===== src/rtl/multu_hilo_unit.sv =====
// multu_hilo_unit: sequential unsigned WIDTHxWIDTH shift-add multiplier
// owning the architectural HI/LO pair, with MFHI/MFLO read and stall.
// Optional build macro: MULTU_EARLY_EXIT_EN. When it is defined, RUN also
// ends as soon as the remaining multiplier bits are all zero.
// Handshake: Mult_op==MULTU_CODE in IDLE starts a multiply. Done stays high
// until Mult_op leaves MULTU_CODE. Stall is high whenever Sel asks for a
// read while Busy is high, because HI/LO still hold the previous result.
module multu_hilo_unit #(
    parameter int          WIDTH      = 32,
    parameter logic [5:0]  MULTU_CODE = 6'b011001
) (
    input  logic             Clk,
    input  logic             Rst_n,
    input  logic [5:0]       Mult_op,
    input  logic [WIDTH-1:0] Op_a,
    input  logic [WIDTH-1:0] Op_b,
    input  logic [1:0]       Sel,
    output logic [WIDTH-1:0] Hilo_out,
    output logic [WIDTH-1:0] Hi,
    output logic [WIDTH-1:0] Lo,
    output logic             Busy,
    output logic             Done,
    output logic             Stall,
    output logic [1:0]       dbg_state
);

    localparam int CW = $clog2(WIDTH) + 1;

    typedef enum logic [1:0] {
        ST_IDLE = 2'd0,
        ST_RUN  = 2'd1,
        ST_DONE = 2'd2
    } state_t;

    state_t               state;
    state_t               state_next;
    logic [2*WIDTH-1:0]   acc;
    logic [2*WIDTH-1:0]   mcand;
    logic [2*WIDTH-1:0]   acc_sum;
    logic [WIDTH-1:0]     mplier;
    logic [WIDTH-1:0]     mplier_shift;
    logic [CW-1:0]        count;
    logic                 start;
    logic                 last_iter;

    // Per-iteration arithmetic and the exit condition of the current RUN edge
    always_comb begin
        acc_sum      = mplier[0] ? (acc + mcand) : acc;
        mplier_shift = mplier >> 1;
        start        = (Mult_op == MULTU_CODE);
`ifdef MULTU_EARLY_EXIT_EN
        last_iter    = (count == CW'(WIDTH - 1)) || (mplier_shift == '0);
`else
        last_iter    = (count == CW'(WIDTH - 1));
`endif
    end

    // State register
    always_ff @(posedge Clk or negedge Rst_n) begin
        if (!Rst_n) begin
            state <= ST_IDLE;
        end else begin
            state <= state_next;
        end
    end

    // Next-state logic; Mult_op is ignored while RUN is in flight
    always_comb begin
        state_next = state;
        case (state)
            ST_IDLE: if (start)     state_next = ST_RUN;
            ST_RUN:  if (last_iter) state_next = ST_DONE;
            ST_DONE: if (!start)    state_next = ST_IDLE;
            default:                state_next = ST_IDLE;
        endcase
    end

    // Shift-add datapath: operands are captured only on the start edge
    always_ff @(posedge Clk or negedge Rst_n) begin
        if (!Rst_n) begin
            acc    <= '0;
            mcand  <= '0;
            mplier <= '0;
            count  <= '0;
        end else begin
            if (state == ST_IDLE && start) begin
                acc    <= '0;
                mcand  <= {{WIDTH{1'b0}}, Op_a};
                mplier <= Op_b;
                count  <= '0;
            end else if (state == ST_RUN) begin
                acc    <= acc_sum;
                mcand  <= mcand << 1;
                mplier <= mplier_shift;
                count  <= count + CW'(1);
            end
        end
    end

    // HI/LO commit on the edge that leaves RUN, including that edge's add
    always_ff @(posedge Clk or negedge Rst_n) begin
        if (!Rst_n) begin
            Hi <= '0;
            Lo <= '0;
        end else if (state == ST_RUN && last_iter) begin
            {Hi, Lo} <= acc_sum;
        end
    end

    // Status, stall and MFHI/MFLO read mux
    always_comb begin
        Busy      = (state == ST_RUN);
        Done      = (state == ST_DONE);
        Stall     = Busy && (Sel == 2'b01 || Sel == 2'b10);
        dbg_state = state;
        case (Sel)
            2'b01:   Hilo_out = Hi;
            2'b10:   Hilo_out = Lo;
            default: Hilo_out = '0;
        endcase
    end

endmodule


===== config.mk =====
export PLATFORM = sky130hd
export DESIGN_NAME = multu_hilo_unit
export DESIGN_NICKNAME = d
export VERILOG_FILES = /design/src/rtl/multu_hilo_unit.sv
export SDC_FILE = /design/constraint.sdc
export NUM_CORES = 1
export LEC_CHECK = 0
export ABC_AREA = 1
export CAP_MARGIN = 30
export CORE_MARGIN = 2
export CORE_UTILIZATION = 60
export DETAILED_ROUTE_END_ITERATION = 8
export PLACE_DENSITY = 0.84
export SLEW_MARGIN = 25
export SYNTH_ARGS = -nofsm -noshare
export SYNTH_HDL_FRONTEND = slang
export SYNTH_SLANG_ARGS = --single-unit
export TNS_END_PERCENT = 100

===== constraint.sdc =====
create_clock -name Clk -period 5.9 [get_ports Clk]
set_input_delay 1.18 -clock Clk [delete_from_list [all_inputs] [get_ports Clk]]
set_output_delay 1.18 -clock Clk [all_outputs]
set_load 0.02 [all_outputs]

After elaboration in Yosys (flattened, before gate mapping)
Cells that the tools add are included.
- register bits after elaboration: 232
- equality and inequality tests: 9
- multiplexer cells: 14
- reduce and logical (&&, ||, !) cells: 7
- add/subtract/negate cells: 2
- operators with widths (cell ; count):
    $mux W64 ; 5
    $add A64 B64 Y64 ; 1
    $mux W32 ; 2
    $pmux W32 S2 ; 1
    $eq A6 B5 Y1 const B ; 2
    $mux W6 ; 2
    $add A6 B1 Y6 const B ; 1
    $mux W2 ; 3
    $pmux W2 S3 ; 1
    $eq A2 B1 Y1 const B ; 2
    $eq A2 B2 Y1 const B ; 2
    $ne A2 B2 Y1 const B ; 2
    $logic_and A1 B1 Y1 ; 3
    $reduce_and A3 Y1 ; 1
    $logic_not A2 Y1 ; 1
    $ne A2 B1 Y1 const B ; 1
    $reduce_bool A2 Y1 ; 1
    $logic_or A1 B1 Y1 ; 1

Depth between registers and ports, before layout
Gate-level depths: netlist (run 1).
- depth in word-level cells: 4
- gate-level depth with buffers: 16

Worst setup path after synthesis (run 1)
OpenSTA, ideal clock, no wires.
- kind: input to output
- start point: input Sel[0]
- end point: output Hilo_out[28]
- path buffers: 2
- arrival time: 2.168 ns
- path slack: 2.552 ns
- required time: 4.720 ns
- stages: 5
- path through: inv_1 -> ha_1 -> clkbuf_1 -> clkbuf_1 -> a21oi_1
- cells in the longest elaborated chain, start to end: 2
- elaborated cells on any way between the ends: 3
- those cells by class: eq/ne (2); mux (1)
- RTL lines (what ; RTL line ; source):
    start: declaration ; 17 ; input logic [1:0] Sel,
    $eq A2 B2 Y1 / $eq A2 B1 Y1 (equally long branches) ; 116 ; case (Sel)
    $pmux W32 S2 (*) ; 116 ;
    end: declaration ; 18 ; output logic [WIDTH-1:0] Hilo_out,
Mark *: on every way between the ends. The rest lies on a longest branch, timed or not.

Worst setup path in the final report (run 1)
- start point: input Sel[0]
- end point: output Hilo_out[0]
Same word-level chain as after synthesis.

==> impl_metrics.tcl, run 1 <==
set metrics [dict create \
    gp_congestion 0.991 \
    synth_flop_cell "dfrtp_1" \
    startpoint "Sel[0]" \
    routed_wl_um 55000 \
    worstPathArrival_ns 3.34 \
    dr.first_iter.drc_count 1781 \
    grt_pass1_vias 15700 \
    fin_nets 2764 \
    drive_gt1_share_pct 7.35 \
    drt_first_pass_iters 6 \
    critPathBufInv 4 \
    dieArea_mm2 0.0288 \
    synth_edf_count 0 \
    dp_hpwl_um 41800 \
    synth_most_common_cell "nand2_1" \
    power_density_mw_per_mm2 510 \
    hold_violations 0 \
    start_util_pct 61.2 \
    synth.top_cell.area_share_pct 35.2 \
    period_minus_slack_ns 4.52 \
    ys_warn_count 0 \
    track_usage_pct 38.2 \
    crit_top_cell "clkdlybuf4s50_1" \
    grt-ovfl-total 0 \
    cts_resized 0 \
    start_kind "primary input" \
    ir_drop_uv 435 \
    tightest_slew_ns 0.965 \
    die_x_um 170 \
    holdWs_ns 0.494 \
    crit_slowest_cell "clkdlybuf4s50_1" \
    finClkSkew_ns 0.0272 \
    cp_slowest_stage_delay_ns 0.71 \
    root_buffer "clkbuf_16" \
    finalNonFillerCells 2984 \
    drc_errors 0 \
    clock-sinks 232 \
    netlist_area_mm2 0.0165 \
    io_pins 175 \
    area_growth_pct 17.4 \
    synth_cell_types 38 \
    placed_cells 2930 \
    synthTopCellsByCount "922 x nand2_1, 427 x inv_1, 232 x dfrtp_1" \
    post_cts_buffers 0 \
    critPathRequiredTime_ns 4.72 \
    dieHeight_um 170 \
    ys_top_cells_by_area "dfrtp_1 35%, nand2_1 21%, inv_1 9.7%" \
    cts_hold_buf 0 \
    max-cap-violations 0 \
    r2r-start "dbg_state[0]" \
    rsz0062_at_grt "false" \
    antenna_found_initial 2 \
    wl_per_cell_um 18.4 \
    numCtsBuffers 26 \
    grt_pass1_wl_um 85100 \
    vias 16900 \
    p_leak_uw 0.0102 \
    ys_ff_latch 232 \
    grt_max_degree 133 \
    seq_area_frac_synth_pct 35.2 \
    cts_buffer_depth 3 \
    row_count 60 \
    syn_nets 2635 \
    fp.coreArea_mm2 0.0270 \
    finalSetupTns_ns 0 \
    path_max_fanout 26 \
    cp_top_family "buffers and inverters" \
    yosysTopAreaCell "dfrtp_1" \
    max_freq_ghz 0.221 \
    total_power_uw 9880 \
    slew_headroom_pct 35.7 \
    path_class "primary input to output port" \
    status "finished clean" \
    vias_per_cell 5.65 \
    syn_avg_cell_area_um2 6.62 \
    cts_tree "built" \
    port_buffers 174 \
    path_clk_slew_ns 0.05 \
    end_kind "output port" \
    period_share_pct 76.6 \
    utilization_pct 71.9 \
    clk_latency_ns 0.56 \
    min-delay-start "count[0]" \
    hold_class "flop to flop" \
    slew_violations 0 \
    setup_violations 0 \
    crit_chain "clkdlybuf4s50_1 > inv_1 > ha_1 > buf_8 > a21oi_1 > clkdlybuf4s50_1" \
    async_reset_ff_share_pct 100 \
    postRouteAntennaNets 0 \
    syn_inst 2494 \
    htree_levels 1 \
]
path summary, 6_finish.rpt:
kind,endpoint,slack [ns],depth (start not counted)
max in group asynchronous,mcand[56],4.02,2
max,Hilo_out[0],1.38,6
min reg2reg,count[0],0.49,1
max reg2reg,Lo[9],2.49,10
min,count[0],0.49,1
min in group asynchronous,mplier[17],0.62,1
worst reg2reg max path: cells and delay by family (launching register included):
| kind | cells | cell delay, ns |
|---|---|---|
| AO/OA/AOI/OAI | 1 | 0.12 |
| buffers and inverters | 6 | 2.47 |
| flip-flops | 1 | 0.44 |
| AND/OR/NAND/NOR | 3 | 0.31 |
cells by family after synthesis:
group | share of synthesized area (%)
AO/OA/AOI/OAI | 8.85
XOR/XNOR | 1.70
adder cells (fa/ha/maj) | 5.13
buffers and inverters | 12.4
flip-flops | 35.2
AND/OR/NAND/NOR | 36.8
final cells by class:
cell class / instances / area (um^2)
diodes: 2 / 5.00
flip-flops and latches: 232 / 5810
well taps: 341 / 427
clock buffers: 34 / 722
inverters: 437 / 1640
fillers: 2198 / 7580
multi-input cells: 1734 / 8670
clock inverters: 12 / 134
repair buffers: 192 / 1960
metal layers:
metal / vias up / part of all wire (%) / GRT usage, %
met5: - / 0 / 0
met4: 0 / 2.9 / 10.7
met3: 102 / 10 / 7.51
met2: 742 / 43 / 58.4
met1: 7918 / 44 / 55.5
li1: 8100 / - / -
per-stage QoR:
stage	area (um^2)	worst slack, ns
floorplan	16500	2.55
global placement	18400	1.39
detailed placement	18400	1.21
CTS	19300	1.20
global route	19400	1.24
finish	19400	1.38
power by group:
part,internal [uW],switching [uW],total [uW]
registers,2190,552,2740
logic,1860,3630,5490
clock network,953,697,1650
total,5000,4880,9880
layout by cell type, fill, tap and decap left out, types with 5 or more instances in the layout:
cell type / synthesis / final
clkdlybuf4s50_1: 0 / 173
nor2_1: 106 / 106
xnor2_1: 13 / 13
o211ai_1: 16 / 16
a21oi_1: 78 / 78
clkbuf_1: 55 / 5
nor3_1: 8 / 8
nand3_1: 169 / 169
dfrtp_1: 232 / 231
ha_1: 66 / 65
buf_4: 6 / 11
nand3_2: 19 / 19
inv_2: 9 / 10
nand2_1: 922 / 921
inv_1: 427 / 426
nand2_2: 34 / 35
o21ai_0: 45 / 45
or2_2: 31 / 31
xor2_1: 19 / 19
nor2_4: 4 / 5
clkbuf_16: 0 / 27
o22ai_1: 47 / 47
o21ai_1: 10 / 10
o221ai_1: 37 / 37
nor2_2: 22 / 21
nor3_2: 7 / 6
nand4_1: 67 / 67
flip-flops by register name, indices dropped and copies added, names as in the netlist:
name	cells
Lo	32
mcand	64
Hi	32
count	6
mplier	32
dbg_state	2
acc	64
No activity file was read; power rests on OpenSTA's default activity.
==> inputs of run 2 (changes only) <==
Settings changed: CORE_UTILIZATION 60 to 58, PLACE_DENSITY 0.84 to 0.81.
Clock period 5.9 ns to 4.6 ns, I/O delays scaled along.
==> impl_metrics.tcl, run 2 (synthesized netlist as in run 1, its figures left out) <==
set metrics [dict create \
    place_area_mm2 0.0185 \
    track_usage_pct 36.2 \
    max-cap-violations 0 \
    drt_first_pass_iters 5 \
    path_max_fanout 32 \
    cts_buffer_depth 3 \
    port_buffers 174 \
    post_cts_buffers 0 \
    layout_common_cells "921 x nand2_1, 426 x inv_1, 231 x dfrtp_1" \
    layout_commonest_cell "nand2_1" \
    period_share_pct 80.4 \
    drive_gt1_share_pct 7.42 \
    holdWs_ns 0.405 \
    seq_area_mm2 0.00581 \
    period_minus_slack_ns 3.70 \
    cts_tree "built" \
    drc_errors 0 \
    grt_pass1_wl_um 86000 \
    wl_per_cell_um 17.9 \
    root_buffer "clkbuf_16" \
    status "finished clean" \
    clk_latency_ns 0.55 \
    p_leak_uw 0.0102 \
    setup_violations 0 \
    cts_hold_buf 0 \
    utilization_pct 69.4 \
    hold_violations 0 \
    tightest_slew_ns 0.944 \
    critPathRequiredTime_ns 3.68 \
    dr.first_iter.drc_count 1759 \
    path_class "primary input to output port" \
    fillCellCount 2490 \
    vias_per_cell 5.57 \
    antenna_cells 0 \
    die_x_um 173 \
    end_kind "output port" \
    finalSetupTns_ns 0 \
    slew_headroom_pct 37.0 \
    fin_nets 2762 \
    row_count 61 \
    max_freq_ghz 0.270 \
    vias 16800 \
    routed_wl_um 53900 \
    finClkSkew_ns 0.0278 \
    start_util_pct 59.1 \
    power_density_mw_per_mm2 655 \
    ir_drop_uv 812 \
    grt_max_degree 110 \
    largest_registers "acc: 64 flops, mcand: 64 flops" \
    slew_violations 0 \
    clock-sinks 232 \
    path_clk_slew_ns 0.06 \
    finalNonFillerCells 3019 \
    dp_hpwl_um 41500 \
    dieHeight_um 173 \
    gp_congestion 0.998 \
    placed_cells 2971 \
    htree_levels 1 \
    dieArea_mm2 0.0298 \
    io_pins 175 \
    grt_pass1_vias 15600 \
    finish.instance_area_mm2 0.0194 \
    multiInputGateArea_mm2 0.00867 \
    hold_class "primary input to asynchronous set/reset pin" \
    postRouteAntennaNets 0 \
    grt-ovfl-total 0 \
    rsz0062_at_grt "false" \
    cts_resized 0 \
    antenna_found_initial 1 \
    fp.coreArea_mm2 0.0279 \
    area_growth_pct 17.5 \
    start_kind "primary input" \
    worstPathArrival_ns 2.78 \
    numCtsBuffers 26 \
]
run 2: final cells by class:
cell class | count | share of cell area [%]
Inverter | 437 | 8.46
Timing Repair Buffer | 190 | 9.76
Clock inverter | 17 | 1.05
Multi-Input combinational cell | 1734 | 44.7
Sequential cell | 232 | 30.0
Tap cell | 378 | 2.44
Clock buffer | 31 | 3.61
run 2: routing by layer:
layer / vias up / part of all wire [%] / global-route usage [%]
met2: 754 / 43 / 55.9
met4: 2 / 2.5 / 8.72
met5: - / 0.024 / 0
met1: 7855 / 45 / 53.7
li1: 8102 / - / -
met3: 89 / 9.7 / 5.52
run 2: power by group:
group / internal, uW / total, uW / switching [uW]
Combinational: 2350 / 6940 / 4600
Clock: 1270 / 2190 / 921
Sequential: 2810 / 3570 / 760
run 2: worst paths after layout:
check                         start          end  slack (ns)  cells after the start
max in group asynchronous     Rst_n       Hi[28]        3.01                      2
setup reg to reg           mcand[0]       Hi[28]        1.79                     14
setup / recovery             Sel[0]  Hilo_out[1]        0.90                      7
min in group Clk            acc[50]      acc[50]        0.52                      2
hold reg to reg             acc[50]      acc[50]        0.52                      2
hold / removal                Rst_n   mplier[17]        0.41                      1
run 2: critical path, cell delays in order:
cell and delay (ns):
clkdlybuf4s50_1 0.42, inv_1 0.07, ha_1 0.15, buf_4 0.30, nand2_1 0.12, a21oi_1 0.17, clkdlybuf4s50_1 0.63
run 2: metrics by stage:
stage / total power (uW) / worst slack (ns)
6_report: 12700 / 0.900
5_1_grt: 13600 / 0.781
4_1_cts: 12600 / 0.895
3_5_place_dp: 10300 / 0.899
3_3_place_gp: 10100 / 0.944
2_1_floorplan: 8220 / 1.77
==> variant 1 (flow settings as in run 2) <==
Build with the macro `MULTU_EARLY_EXIT_EN` defined.
--- a/src/rtl/multu_hilo_unit.sv
+++ b/src/rtl/multu_hilo_unit.sv
@@ -5,6 +5,8 @@
 // Handshake: Mult_op==MULTU_CODE in IDLE starts a multiply. Done stays high
 // until Mult_op leaves MULTU_CODE. Stall is high whenever Sel asks for a
 // read while Busy is high, because HI/LO still hold the previous result.
+`define MULTU_EARLY_EXIT_EN
+
 module multu_hilo_unit #(
     parameter int          WIDTH      = 32,
     parameter logic [5:0]  MULTU_CODE = 6'b011001
Check against the original RTL: not equivalent (Yosys sat finds a counterexample within 4 cycles, from zero or initial values and one cycle with Rst_n low).
==> variant 1 against run 2 <==
Via count down 0.12%. Power down 1.6%. Critical path type unchanged. Setup slack worse by 0.17 ns. Sequential cell count unchanged. Critical path depth down 2. Cell area down 0.81%. Routed wire length about the same. Area after synthesis down 1.1%. First-iteration DRC count down 8.5%. Largest power group unchanged.
==> variant 1: results (changes against run 2) <==
- Number of buffers created by CTS: 25 (-3.8%)
- Area contributors post-synth: dfrtp_1 (36%), nand2_1 (22%), inv_1 (9.8%), nand3_1 (6.4%), ha_1 (5.1%)
- GRT Resource Usage Total: 36.8% (+0.55 points)
- Met3 WL: 4720 µm (-9.4%)
- Vias in the first global route: 15,500 (-0.77%)
- Maximum VDD drop: 485 µV (-40%)
- Initial drt markers: 1,610 (-8.5%)
- Yosys cell types: 34 (-11%)
- Share of cells above drive strength 1: 4.85% (-2.6 points)
- Worst r2r src: mplier[0]$_DFFE_PN0P_
- Met2 GRT Util: 58.1% (+2.2 points)
- First-pass GRT wire length: 83,600 µm (-2.8%)
- Post-synth top area share: 35.6% (+0.41 points)
- Pin count of the biggest net entering global routing: 118 (+7.3%)
- Final #Nets: 2,784 (+0.80%)
- Met2 WL: 23,700 µm (+1.9%)
- Placed wire-length estimate: 41,000 µm (-1.1%)
- Average size of a mapped cell: 6.49 µm² (-1.9%)
- Slew @ Worst Pin: 1.02 ns (+0.0781 ns)
- CP max stage delay: 0.77 ns (+0.14 ns)
- Crit. Startpoint: Sel[0]
- Global placement routability congestion: 0.977 (-2.1%)
- Final-layout fill cell count: 2,406 (-3.4%)
- Status: finished clean
- Hold WS: 0.402 ns (-0.00279 ns)
- Worst Skew: 0.0143 ns (-0.0135 ns)
- Synth cell count leaders: nand2_1 (965), inv_1 (426), dfrtp_1 (232), nand3_1 (207), nor2_1 (114)
- Post_cts resized: 0 (unchanged)
- Crit path DAT: 2.95 ns (+0.17 ns)
- Slowest cell on the critical path: ha_2
- Hold Path Class: input port to asynchronous set/reset pin
- Vias per cell: 5.52 (-0.81%)
- Antenna cells: 0 (unchanged)
- Synthesized Nets: 2,655 (+0.76%)
- Clk Latency, worst-skew pair: 0.55 ns (about the same)
- R2R Setup Slk: 1.72 ns (-0.07 ns)
- Routed WL: 54,000 µm (about the same)
- Mean routed wirelength per cell: 17.7 µm (-0.66%)
- Max FO, Critical Path: 33 (+3.1%)
- Register area share after synthesis: 35.6% (+0.41 points)
- Met3 usage: 6.74% (+1.2 points)
- Leak: 10.2 nW (about the same)
- GR met1 Demand/Resource: 51.9% (-1.8 points)
- DRT met1 WL: 24,000 µm (-0.45%)
- Placed cells: 2,994 (+0.77%)
- Area post-placement: 18,300 µm² (-0.90%)
variant 1: changes by cell type in the layout (fill, tap and decap cells not counted), sizes merged, moves of 5 or more:
| cell | delta |
|---|---|
| inv | -6 |
| nand2 | +13 |
| nand3 | +24 |
| nor2 | -9 |
| nor4 | +8 |
| o211ai | -16 |
| o22ai | -5 |
| or2 | +7 |
variant 1: power breakdown:
group          switching [mW]  internal [mW]  leakage [nW]
clock network           0.888           1.32         0.437
logic                    4.24           2.33          6.68
registers               0.864           2.86          3.10
variant 1: final timing paths:
check                                          to  cells past startpoint
max                                         Stall                      5
min                        mplier[16]$_DFFE_PN0P_                      1
max reg2reg                     Lo[9]$_DFFE_PN0P_                      3
min reg2reg                     Hi[4]$_DFFE_PN0P_                      2
max in group asynchronous      Hi[19]$_DFFE_PN0P_                      2
min in group Clk                Hi[4]$_DFFE_PN0P_                      2
variant 1: kinds of logic after synthesis:
kind of cell,synth area share [%]
flip-flops,35.6
buffers and inverters,12.3
XOR/XNOR,1.66
AND/OR/NAND/NOR,37.2
AO/OA/AOI/OAI,8.07
adder cells (fa/ha/maj),5.18
variant 1: metrics by stage:
step	util [%]	setup WS, ns	total power [mW]
after floorplan	-	1.77	7.83
after global placement	66.1	0.573	9.93
after detailed placement	66.1	0.427	10.1
after CTS	69.4	0.436	12.4
after global routing	69.4	0.644	13.4
final	69.4	0.733	12.5
variant 1: layout make-up:
cell class	count	area, µm²	area share, %
Multi-Input combinational cell	1760	8510	44.3
Sequential cell	232	5810	30.2
Timing Repair Buffer	191	1900	9.88
Inverter	433	1630	8.46
Clock buffer	33	706	3.67
Tap cell	378	473	2.46
Clock inverter	13	205	1.07
==> variant 2 (settings of run 2) <==
Without the edit above. Make the reset (`Rst_n`) synchronous in 3 clocked blocks.
--- a/src/rtl/multu_hilo_unit.sv
+++ b/src/rtl/multu_hilo_unit.sv
@@ -56,7 +56,7 @@
     end
 
     // State register
-    always_ff @(posedge Clk or negedge Rst_n) begin
+    always_ff @(posedge Clk) begin
         if (!Rst_n) begin
             state <= ST_IDLE;
         end else begin
@@ -76,7 +76,7 @@
     end
 
     // Shift-add datapath: operands are captured only on the start edge
-    always_ff @(posedge Clk or negedge Rst_n) begin
+    always_ff @(posedge Clk) begin
         if (!Rst_n) begin
             acc    <= '0;
             mcand  <= '0;
@@ -98,7 +98,7 @@
     end
 
     // HI/LO commit on the edge that leaves RUN, including that edge's add
-    always_ff @(posedge Clk or negedge Rst_n) begin
+    always_ff @(posedge Clk) begin
         if (!Rst_n) begin
             Hi <= '0;
             Lo <= '0;
Function: differs if Rst_n is asserted again (counterexample within 4 cycles, from zero or initial values and one cycle with Rst_n low); with Rst_n held inactive, the same outputs for 10 cycles.
==> variant 2 against run 2 <==
Setup slack lost 0.022 ns. Cell area fell by 2.2%. Sequential share of layout area fell by 5.4 points. Routed wire length rose by 0.74%. Sequential cell count did not move. Area after synthesis fell by 2.2%. Non-clock buffer count is 1 lower. Final cell count is 7.4% higher. Critical endpoint is now Hilo_out[0]. Highest routed layer is now met4.
Power is not compared: it rests on default switching activity, and its combinational part moved more than twofold at a synthesized area within 25%.
==> variant 2: results (changes against run 2) <==
- Status: finished clean
- Bufs w/o clock: 189 (-0.53%)
- Synthesized Nets: 2,869 (+8.9%)
- Non-Filler Instances: 3,241 (+7.4%)
- Synth Area in Adders: 5.24% (+0.11 points)
- Met2 WL: 22,800 µm (-2.0%)
- Multi-In Gates: 1,923 (+11%)
- Pre-CTS setup slack: 0.893 ns (-0.00649 ns)
- Area contributors post-synth: dfxtp_1 (29%), nand2_1 (24%), inv_1 (11%), ha_1 (5.1%), nor2_1 (4.7%)
- Average size of a mapped cell: 5.92 µm² (-11%)
- Multi-input gate area: 9280 µm² (+7.1%)
- GRT Resource Usage Total: 36.5% (+0.29 points)
- Initial drt markers: 1,872 (+6.4%)
- Top routing layer in use: met4
- Hold Path Class: flip-flop to flip-flop
- Met3 WL: 5840 µm (+12%)
- Final #Nets: 2,984 (+8.0%)
- Non-clk buf share: 9.95% (+0.20 points)
- Pin count of the biggest net entering global routing: 90 (-18%)
- Area post-placement: 18,000 µm² (-2.4%)
- First-pass GRT wire length: 83,200 µm (-3.2%)
- Synth cell count leaders: nand2_1 (1,039), inv_1 (461), dfxtp_1 (232), nor2_1 (203), nand3_1 (137)
- XOR/XNOR share of the synthesized area: 1.68% (-0.016 points)
- DRT met1 WL: 24,100 µm (about the same)
- Mean routed wirelength per cell: 16.8 µm (-6.2%)
- Slew @ Worst Pin: 0.842 ns (-0.103 ns)
- Final-layout fill cell count: 2,562 (+2.9%)
- Ys async rst share: 0% (-100 points)
- Crit path DAT: 2.80 ns (+0.02 ns)
- Yosys cell types: 40 (+5.3%)
- Share of cells above drive strength 1: 5.62% (-1.8 points)
- Vias in the first global route: 15,600 (-0.31%)
- Met3 usage: 8.03% (+2.5 points)
-- variant 2: cell types whose count changed after synthesis, moves of 32 or more --
cell and change:
a21oi_1 +49, nand2_1 +117, o221ai_1 -37, nand3_1 -32
a31oi_1 +61, inv_1 +34, o21a_1 +42, dfrtp_1 -232
dfxtp_1 +232, nand4_1 -55, nor2_1 +97, o22ai_1 -46
-- variant 2: worst paths after layout --
| path | from | end | slack (ns) | depth (start not counted) |
|---|---|---|---|---|
| setup / recovery | Sel[0] | Hilo_out[0] | 0.88 | 6 |
| setup reg to reg | mcand[0]$_SDFFE_PN0P_ | Lo[28]$_SDFFE_PN0P_ | 1.83 | 15 |
| hold / removal | mplier[2]$_SDFFE_PN0P_ | mplier[2]$_SDFFE_PN0P_ | 0.48 | 2 |
| hold reg to reg | mplier[2]$_SDFFE_PN0P_ | mplier[2]$_SDFFE_PN0P_ | 0.48 | 2 |
-- variant 2: worst min-delay path, stage by stage, from the launching register on --
cell	delay, ns
dfxtp_1	0.31
nand2_1	0.06
a31oi_1	0.06
